==> src/rtl/tff_pkg.sv <==
// Shared encodings and elaboration helpers for the toggle-stage chain.
package tff_pkg;

   // Operating mode of the chain, taken from the 'mode' pin.
   typedef enum logic {
      MODE_CHAIN = 1'b0,
      MODE_COUNT = 1'b1
   } mode_e;

   // Count direction in count mode, taken from the 'dir' pin.
   typedef enum logic {
      DIR_UP   = 1'b0,
      DIR_DOWN = 1'b1
   } dir_e;

   // Ceiling log2; clog2(1) = 0, clog2(4) = 2, clog2(5) = 3.
   function automatic int clog2(input int value);
      int r;
      r = 0;
      while ((1 << r) < value) begin
         r = r + 1;
      end
      return r;
   endfunction

   // Larger of two integers, used to keep the tap-select at least one bit wide.
   function automatic int max_int(input int a, input int b);
      return (a > b) ? a : b;
   endfunction

endpackage

==> src/rtl/tff_cell.sv <==
// Single T flip-flop stage: async active-low reset, then synchronous clear,
// parallel load and toggle, in that order of precedence.
module tff_cell (
   input  logic clk,
   input  logic rst,
   input  logic clr,
   input  logic load,
   input  logic d,
   input  logic t,
   output logic q
);

   // Stage register with clear > load > toggle precedence.
   always_ff @(posedge clk or negedge rst) begin
      if (!rst) begin
         q <= 1'b0;
      end else if (clr) begin
         q <= 1'b0;
      end else if (load) begin
         q <= d;
      end else if (t) begin
         q <= ~q;
      end
   end

endmodule

==> src/rtl/tff_chain.sv <==
// Chain of N toggle stages. In chain mode each stage toggles when the stage
// below it is set (stage 0 toggles on t); in count mode the stages form a
// synchronous up/down binary counter with a registered wrap pulse on tc.
module tff_chain
   import tff_pkg::*;
#(
   parameter  int N  = 4,
   localparam int SW = max_int(1, clog2(N))
) (
   input  logic          clk,
   input  logic          rst,
   input  logic          t,
   input  logic          mode,
   input  logic          dir,
   input  logic          clr,
   input  logic          load,
   input  logic [N-1:0]  load_val,
   input  logic [SW-1:0] sel,
   output logic [N-1:0]  s,
   output logic          q,
   output logic          tc
);

   mode_e        cur_mode;
   dir_e         cur_dir;
   logic [N-1:0] en;
   logic [N-1:0] ones_below;
   logic [N-1:0] zeros_below;
   logic         wrap;
   logic         tc_q;

   assign cur_mode = mode_e'(mode);
   assign cur_dir  = dir_e'(dir);

   // Prefix conditions: every stage below i is one / every stage below i is zero.
   always_comb begin
      logic run_ones;
      logic run_zeros;
      ones_below  = '0;
      zeros_below = '0;
      run_ones    = 1'b1;
      run_zeros   = 1'b1;
      for (int i = 0; i < N; i++) begin
         ones_below[i]  = run_ones;
         zeros_below[i] = run_zeros;
         run_ones       = run_ones & s[i];
         run_zeros      = run_zeros & ~s[i];
      end
   end

   // Per-stage toggle enables; all are derived from pre-edge state.
   always_comb begin
      en = '0;
      if (cur_mode == MODE_CHAIN) begin
         en[0] = t;
         for (int i = 1; i < N; i++) begin
            en[i] = s[i-1];
         end
      end else if (cur_dir == DIR_UP) begin
         en = {N{t}} & ones_below;
      end else begin
         en = {N{t}} & zeros_below;
      end
   end

   // Wrap detection: a counting edge that leaves all-ones going up or all-zeros going down.
   always_comb begin
      wrap = 1'b0;
      if (cur_mode == MODE_COUNT && t) begin
         if (cur_dir == DIR_UP) begin
            wrap = &s;
         end else begin
            wrap = ~|s;
         end
      end
   end

   // Registered terminal-count pulse; clear and load suppress it.
   always_ff @(posedge clk or negedge rst) begin
      if (!rst) begin
         tc_q <= 1'b0;
      end else if (clr || load) begin
         tc_q <= 1'b0;
      end else begin
         tc_q <= wrap;
      end
   end

   // A pulse left over from count mode is hidden once chain mode is selected.
   assign tc = tc_q & (cur_mode == MODE_COUNT);

   // One T flip-flop per stage.
   for (genvar g = 0; g < N; g++) begin : g_stage
      tff_cell u_cell (
         .clk  (clk),
         .rst  (rst),
         .clr  (clr),
         .load (load),
         .d    (load_val[g]),
         .t    (en[g]),
         .q    (s[g])
      );
   end

   // Tap select; out-of-range selects read as zero.
   always_comb begin
      q = 1'b0;
      if (32'(sel) < 32'(N)) begin
         q = s[sel];
      end
   end

endmodule

==> config.mk <==
export PLATFORM = sky130hd
export DESIGN_NAME = tff_chain
export DESIGN_NICKNAME = d
export VERILOG_FILES = /design/src/rtl/tff_pkg.sv /design/src/rtl/tff_cell.sv /design/src/rtl/tff_chain.sv
export SDC_FILE = /design/constraint.sdc
export NUM_CORES = 1
export LEC_CHECK = 0
export ABC_AREA = 1
export CAP_MARGIN = 20
export CORE_UTILIZATION = 33
export DETAILED_ROUTE_END_ITERATION = 7
export PLACE_DENSITY_LB_ADDON = 0.3
export SLEW_MARGIN = 20
export SYNTH_ARGS = -nofsm -noshare
export SYNTH_HDL_FRONTEND = slang
export SYNTH_SLANG_ARGS = --single-unit
==> constraint.sdc <==
create_clock -name clk -period 1 [get_ports clk]
set_input_delay 0.2 -clock clk [delete_from_list [all_inputs] [get_ports clk]]
set_output_delay 0.2 -clock clk [all_outputs]
set_load 0.03 [all_outputs]
==> out/metrics.cfg <==
[critical_path]
cpPeakStageDelay_ps=430
crit_required_ps=800
critPathBufInv=2
startpoint_type=flop
slowest_stage=dfrtp_2
cp_cell_sequence=inv_2 > a21oi_2 > o21ai_1 > o21ai_2 > buf_6
crit_fanout=3
crit_family=flip-flops
end_kind=output pin
crit_arrival_ps=1100
crit_type=reg2out

[power_and_ir_drop]
power_per_cell_area_mw_per_mm2=1100
p_leak_nw=0.426
swShare_pct=35.4
pwr-share-comb_pct=46.7
p_seq_share_pct=26.0
clkPwrFrac_pct=27.3
ir_drop_uv=594
intPower_mw=0.613
p_switching_mw=0.335

[floorplan]
fp-row-count=12
die_height_um=38.2
die_w_um=38.2
core-area_mm2=0.00116
dieArea_mm2=0.00146
io_pins=19
initial_core_util_pct=37.4

[timing]
slew_viol_final=0
setup_viol=10
hold_viol_final=0
fin_crit_sh_pct=130
maxSlewHeadroom_pct=84.6
rsz0062_at_grt=true
setup_ws_ps=-303
fmax_mhz=767
finClkSkew_ps=4.10
hold_slack_ps=155
min_period_ps=1300
worst_slew_pin_slew_ps=231

[routing]
avgViaCountPerCell=4.98
first_pass_iters=4
vias=602
drc=0
routedWlPerCell_um=12.2
drtAntennaViolNets=0
wirelength_mm=1.47
drt_iter0_markers=17

[placement]
port_buffers=18
place_hpwl_um=873
gp_routability_congestion=0.843

[cells_and_area]
num_antenna_cells=0
num-fill-cells=92
layout-drive-gt1-share_pct=43.0
syn2layout_area_growth_pct=98.6
final_nets=121
postLayoutCoreUtil_pct=74.4

[clock_tree]
cts.sinks=5
path_clk_slew_ps=50
clk_path_buf_depth=2
cts_tree=done
insertion_delay_ps=260
numCtsBuffers=3
root_buffer=clkbuf_4
ctsHtreeMaxLevel=1

[yosys]
yosys.area.top_type=dfrtp_1
syn_area_um2=433
syn-num-nets=81
yosysWarnings=0
seq_area_frac_synth_pct=28.9
ys_top_cells_by_area=dfrtp_1, nand2_1, buf_4
ys_types=17
netlist_top_cells_count=nand2_1, inv_1, nor2_1
synth.top_cell.area_share_pct=28.9
synth.most_common_cell=nand2_1
synth_seq_cells=5
synth_edf_count=0
synth-async-reset-ratio_pct=100
synth_cells=68
ys.flop_type=dfrtp_1
avgSynthCellArea_um2=6.37

[hold_path]
hold_path.class=in2async

[global_route]
grt_pass1_vias=531
grt-ovfl-total=0
grt_start_max_net_pins=7
antenna_found_initial=0
grtUsageTotal_pct=25.0
grt_pass1_wl_mm=2.44

[run]
cap_violations=0

[run_status]
violations=negative setup slack
outcome=finished, violations left

-- flip-flops by register name (all words and copies together) (netlist names) --
register and cells:
g_stage.u_cell.q 4, tc_q 1
-- metal layers --
layer	track usage (%)	share of wire, %
met4	13.4	3.1
met1	32.3	44
met5	0	0
met3	3.49	4.2
met2	39.8	49
-- final cells by class --
class                           count  area, um^2  share of cell area, %
Tap cell                           14        17.5                   2.04
Timing Repair Buffer               40         382                   44.4
Inverter                           11        41.3                   4.80
Clock buffer                        4        26.3                   3.06
Sequential cell                     5         129                   15.0
Multi-Input combinational cell     47         264                   30.7
-- path summary, 6_finish.rpt --
check | startpoint | end | slack [ps] | depth (start not counted)
min in group clk | mode | tc_q | 440 | 3
worst min register to register | g_stage[2].u_cell.q | g_stage[3].u_cell.q | 720 | 4
worst max register to register | g_stage[1].u_cell.q | g_stage[2].u_cell.q | -240 | 7
worst min-delay path | rst | tc_q | 160 | 1
worst max-delay path | g_stage[1].u_cell.q | q | -300 | 5
max in group asynchronous | rst | g_stage[1].u_cell.q | 640 | 1
-- power by group through the flow --
stage                     registers, mW  logic (mW)  clock network (mW)
after detailed placement          0.252       0.316                   0
after CTS                         0.245       0.416               0.251
after global routing              0.249       0.474               0.279
final                             0.247       0.443               0.259
after global placement            0.253       0.313                   0
after floorplan                   0.243       0.171                   0
-- cell usage in the layout, fill, tap and decap left out, drive strengths merged --
cell,count
buf,28
nand2,16
inv,11
clkdlybuf4s50,10
nor2,8
o21ai,7
nand3,5
dfrtp,5
clkbuf,4
a211oi,3
a21oi,3
nand4,2
dlygate4sd2,2
a41oi,1
nand3b,1
o211ai,1
-- logic make-up (layout without fill, tap and decap cells) --
| group | Yosys count | after routing | synth area share [%] |
|---|---|---|---|
| buffers and inverters | 16 | 55 | 18.2 |
| flip-flops | 5 | 5 | 28.9 |
| AND/OR/NAND/NOR | 32 | 32 | 32.4 |
| AO/OA/AOI/OAI | 15 | 15 | 20.5 |
-- what timing repair did --
item,in CTS,in global routing
setup buffers,8,2
resized for setup,21,4
hold buffers,0,0
setup endpoints to repair,10,11
pin swaps,3,4
-- stage by stage --
stage	instance area (um^2)	cells	setup WS [ps]	power, mW	TNS [ps]
finish	860	121	-303	0.948	-1730
global route	860	121	-343	1.00	-2190
CTS	832	119	-286	0.913	-1490
detailed placement	692	108	-328	0.569	-1900
global placement	692	108	-314	0.566	-1810
floorplan	437	68	-9.00	0.414	-9.00
No activity file was read; power rests on OpenSTA's default activity.
